<file path="config.mk">
export PLATFORM = sky130hd
export DESIGN_NAME = logic_4094
export DESIGN_NICKNAME = d
export VERILOG_FILES = /design/src/rtl/logic_4094_pkg.sv /design/src/rtl/logic_4094_edge_det.sv /design/src/rtl/logic_4094.sv
export SDC_FILE = /design/constraint.sdc
export NUM_CORES = 1
export LEC_CHECK = 0
export ABC_AREA = 1
export CORE_ASPECT_RATIO = 1.1
export CORE_UTILIZATION = 44
export DETAILED_ROUTE_END_ITERATION = 6
export MAX_ROUTING_LAYER = met4
export PLACE_DENSITY_LB_ADDON = 0.1
export REMOVE_ABC_BUFFERS = 1
export SKIP_LAST_GASP = 1
export SYNTH_ARGS = -nofsm -noshare
export SYNTH_HDL_FRONTEND = slang
export SYNTH_SLANG_ARGS = --single-unit
export TNS_END_PERCENT = 30
</file>
<file path="constraint.sdc">
create_clock -name CLK -period 0.8 [get_ports CLK]
set_input_delay 0.16 -clock CLK [delete_from_list [all_inputs] [get_ports CLK]]
set_output_delay 0.16 -clock CLK [all_outputs]
set_load 0.02 [all_outputs]
</file>
<file path="src/rtl/logic_4094_pkg.sv">
// Shared types and defaults for the CD4094 shift-and-store register emulation.
package logic_4094_pkg;

  localparam int LOGIC_4094_W_DEFAULT = 8;

  // Single-cycle chip-clock edge strobes, mutually exclusive.
  typedef struct packed {
    logic rise;
    logic fall;
  } edge_t;

endpackage

</file>
<file path="src/rtl/logic_4094_edge_det.sv">
// Chip-clock edge detector with optional input synchronizers for CP, D, STR and OE.
// Macro LOGIC_4094_SYNC_EN inserts a 2-flop synchronizer on every input (2 CLK extra latency).
module logic_edge_det
  import logic_4094_pkg::*;
(
  input  logic  clk,
  input  logic  rst_n,
  input  logic  cp,
  input  logic  d,
  input  logic  str,
  input  logic  oe,
  output edge_t cp_edge,
  output logic  d_s,
  output logic  str_s,
  output logic  oe_s
);

  logic cp_s;
  logic armed;
  logic cp_q;

`ifdef LOGIC_4094_SYNC_EN
  logic [1:0] cp_sync;
  logic [1:0] d_sync;
  logic [1:0] str_sync;
  logic [1:0] oe_sync;
  logic [2:0] arm_sr;

  // Arming waits until the synchronizers carry the real pin level, so a CP
  // already high at reset release still produces no edge.
  always_ff @(posedge clk or negedge rst_n) begin
    if (!rst_n) begin
      cp_sync  <= '0;
      d_sync   <= '0;
      str_sync <= '0;
      oe_sync  <= '0;
      arm_sr   <= '0;
    end else begin
      cp_sync  <= {cp_sync[0], cp};
      d_sync   <= {d_sync[0], d};
      str_sync <= {str_sync[0], str};
      oe_sync  <= {oe_sync[0], oe};
      arm_sr   <= {arm_sr[1:0], 1'b1};
    end
  end

  assign cp_s  = cp_sync[1];
  assign d_s   = d_sync[1];
  assign str_s = str_sync[1];
  assign oe_s  = oe_sync[1];
  assign armed = arm_sr[2];
`else
  logic armed_q;

  always_ff @(posedge clk or negedge rst_n) begin
    if (!rst_n) armed_q <= 1'b0;
    else        armed_q <= 1'b1;
  end

  assign cp_s  = cp;
  assign d_s   = d;
  assign str_s = str;
  assign oe_s  = oe;
  assign armed = armed_q;
`endif

  always_ff @(posedge clk or negedge rst_n) begin
    if (!rst_n) cp_q <= 1'b0;
    else        cp_q <= cp_s;
  end

  assign cp_edge.rise = armed &  cp_s & ~cp_q;
  assign cp_edge.fall = armed & ~cp_s &  cp_q;

endmodule

</file>
<file path="src/rtl/logic_4094.sv">
// CD4094 8-stage shift-and-store bus register, clocked from the emulator system clock.
// Optional macro LOGIC_4094_SYNC_EN synchronizes all pin inputs (see logic_edge_det).
module logic_4094
  import logic_4094_pkg::*;
#(
  parameter int WIDTH = LOGIC_4094_W_DEFAULT
) (
  input  logic             CLK,
  input  logic             RST_N,
  input  logic             CP,
  input  logic             D,
  input  logic             STR,
  input  logic             OE,
  output logic [WIDTH-1:0] QP,
  output logic             QP_EN,
  output logic             QS1,
  output logic             QS2
);

  edge_t            cp_edge;
  logic             d_s;
  logic             str_s;
  logic             oe_s;
  logic [WIDTH-1:0] sr;
  logic [WIDTH-1:0] sr_next;
  logic [WIDTH-1:0] store;
  logic             qs2_q;
  logic             oe_q;

  logic_edge_det u_edge_det (
    .clk     (CLK),
    .rst_n   (RST_N),
    .cp      (CP),
    .d       (D),
    .str     (STR),
    .oe      (OE),
    .cp_edge (cp_edge),
    .d_s     (d_s),
    .str_s   (str_s),
    .oe_s    (oe_s)
  );

  // A transparent latch in a rise cycle must see the post-shift value.
  always_comb begin
    sr_next = sr;
    if (cp_edge.rise) sr_next = {sr[WIDTH-2:0], d_s};
  end

  always_ff @(posedge CLK or negedge RST_N) begin
    if (!RST_N) begin
      sr    <= '0;
      store <= '0;
      qs2_q <= 1'b0;
      oe_q  <= 1'b0;
    end else begin
      sr   <= sr_next;
      oe_q <= oe_s;
      if (str_s)        store <= sr_next;
      if (cp_edge.fall) qs2_q <= sr[WIDTH-1];
    end
  end

  assign QP    = oe_q ? store : '0;
  assign QP_EN = oe_q;
  assign QS1   = sr[WIDTH-1];
  assign QS2   = qs2_q;

endmodule

</file>
==> results.md <==
* Status: finished, violations left
* Failing checks: setup timing
* Tot Pwr at between 2 and 3 mW
* Final hold violations at 0
* Post-DP HPWL at 1164 um
* Hold WS at just under 0.2 ns
* Register share of total power at about half
* Num CTS Buffers at 3
* 1st-iter DRT viols at 4
* Netlist cell types at 13
* Final setup margin at -0.4497 ns
* Clock Path Buffers at 2
* Largest net degree at the start of global routing at 21
* Crit-path most repeated cell: buf_6
* Commonest non-fill, non-tap cells in the layout: nand2_1 (36), dfrtp_1 (19), inv_1 (12), buf_6 (10)
* Vias in the first global route at 659
* Maxcap violations at 0
* R2R Path Start: u_edge_det.armed
* R2R setup slack at -0.25 ns
* Final wirelength at about 1600 um
* CP arrival at ~1.1 ns
* Final-report max-slew violation count at 0
* Sink Count at 20
* CP Launch Type: register
* Syn avg cell area at 8.325 um^2
* DIE AREA at 2149 um^2
* Vias at 686
* Yosys top cell by area: dfrtp_1
* Final setup vio count at 27
* Level count of the clock H-tree at 1
* 1st-pass router iterations at 4
* Commonest non-fill, non-tap cell in the layout: nand2_1
* Drt via density at 4.397
* Clock-pin slew on the worst setup and hold paths at ~0.11 ns
* Hold Path Class: in -> async
* Routed length per placed instance at ~10 um
* Cell count of the worst reg-to-reg path at 5
* Area grow syn2layout at 36.99%
* P_leak at approximately 0.63 nW
* RSZ-0062 raised after global routing: true
* Critical setup path kind: reg -> out
* Switching Share at ~29%
* Fin Clk Skew at roughly 0.0031 ns
* Critical path's slowest cell: dfrtp_2
* Gr usage total at around 17%
* Worst Path Buf+Inv at 3
* Pwr/cell area at approximately 2100 nW/um^2
* Gr ovfl total at 0
* Port Buffer Count at 16
* Remaining antenna violation count at 0
* FF-to-FF End: store[2]
* # hold bufs at CTS at 0
* Net Switching at between 700 and 800 uW
* F_max at between 0.8 and 0.9 GHz
* Initial Util at between 40% and 50%
* Delay-heaviest family, CP: flip-flops
* Post-synthesis cell count at roughly 100
* Clock root cell: clkbuf_4
* Drt drc at 0
* Crit share post-route at 156.2%
* Placeable Area at ~1800 um^2
* Post-synthesis sequential area ratio at between 50% and 60%
* Fin crit period at between 1 and 1.5 ns
* Crit-path max FO at 6
* Synth top area cells: dfrtp_1 (58%), nand2_1 (18%), inv_1 (7.8%)
* CP required at between 0.6 and 0.7 ns
* Ant. Diodes at 0
* #FFs+latches synth at 20
* Post-Route Utilization at about two thirds
* Die X at roughly 44 um
* Die H at 48.53 um
* Logic pwr share at a little over a quarter
* Clk pwr share at ~23%
* Top cell type's share of synthesized area at between 50 and 60%
* Yosys warns at 0
* FP Rows at 16
* Ports at 17
* Clock latency at the later pin of the worst-skew pair at between 0.2 and 0.3 ns
* Pre-CTS setup slack at -0.5781 ns
* Gpl congestion at around 0.7
* Kind of end point of the critical path: output port
* Worst vdd ir at between 1 and 1.5 mV
* Ratio of cells with drive above 1 in the final layout at 27.91%
* First-pass GRT wire length at about 2600 um
* Mapped Area at about 870 um^2
* Crit path largest cell delay at approximately 0.44 ns
* CP Cell Sequence: buf_6, nand2_2, inv_2, buf_6
* Initial antenna violation count at 0
* P_int at roughly 1.8 mW
* Number of nets in the layout at approximately 140
* CTS tree: built
==> state kept, by name (all words and copies together) (netlist names) <==
register and count:
sr 8, u_edge_det.armed 1, QP_EN 1, QS2 1, u_edge_det.cp_q 1, store 8
==> per-stage QoR <==
| step | std cells | area, um^2 | TNS, ns |
|---|---|---|---|
| global placement | 150 | 1101 | -13.58 |
| floorplan | 102 | 857.1 | -2.425 |
| CTS | 155 | 1166 | -8.187 |
| finish | 156 | 1186 | -8.210 |
| global route | 156 | 1186 | -10.01 |
| detailed placement | 150 | 1101 | -14.08 |
==> how the worst max path moves through the flow <==
stage	from	to	slack [ns]	cells after the start
2_1_floorplan	QP_EN	QP[4]	-0.12	2
3_3_place_gp	QP_EN	QP[0]	-0.55	3
3_5_place_dp	QP_EN	QP[1]	-0.58	3
4_1_cts	QP_EN	QP[2]	-0.45	4
5_1_grt	QP_EN	QP[0]	-0.48	4
6_report	QP_EN	QP[1]	-0.45	4
==> routing by layer <==
metal	GRT usage (%)	part of all wire [%]	vias to the layer above
li1	-	-	352
met1	19.95	43	319
met2	28.19	53	11
met3	2.239	2.4	4
met4	6.061	1.5	0
met5	-	0	-
==> power groups by stage <==
stage               clock [mW]  combinational, mW  sequential, mW
floorplan                    0              0.341            1.28
global placement             0              0.619            1.27
detailed placement           0              0.635            1.27
CTS                      0.586              0.662            1.26
global route             0.614              0.754            1.28
finish                   0.570              0.673            1.26
==> what timing repair did <==
item	in CTS	in global routing
resized for setup	60	11
pin swaps	2	0
hold endpoints to repair	0	0
setup endpoints to repair	27	28
setup buffers	1	1
==> worst reg2reg max path, cell delays in order (launching register included) <==
cell and delay [ns]:
dfrtp_1 0.40, nand2_1 0.10, nor2_4 0.19, nand2_1 0.10
nand3_1 0.10, nand2_1 0.05
==> cells by family after synthesis <==
logic type | Yosys count | share of synthesized area [%]
compound gates | 1 | 0.5775
buf+inv | 21 | 9.247
flops | 20 | 57.80
other cells | 1 | 0.4331
simple gates | 61 | 31.94
==> cell type report <==
| class | count | area (um^2) |
|---|---|---|
| Sequential cell | 20 | 501.7 |
| Clock buffer | 4 | 36.28 |
| Timing Repair Buffer | 23 | 237.7 |
| Fill cell | 171 | 635.6 |
| Tap cell | 27 | 33.78 |
| Multi-Input combinational cell | 63 | 305.3 |
| Inverter | 19 | 71.32 |
==> synthesized netlist by cell type, drive strengths merged <==
| library cell | count |
|---|---|
| and2 | 8 |
| buf | 1 |
| clkbuf | 1 |
| conb | 1 |
| dfrtp | 20 |
| inv | 19 |
| nand2 | 42 |
| nand3 | 9 |
| nand3b | 1 |
| nor2 | 1 |
| o21ai | 1 |
Power figures use the tool's default switching activity.
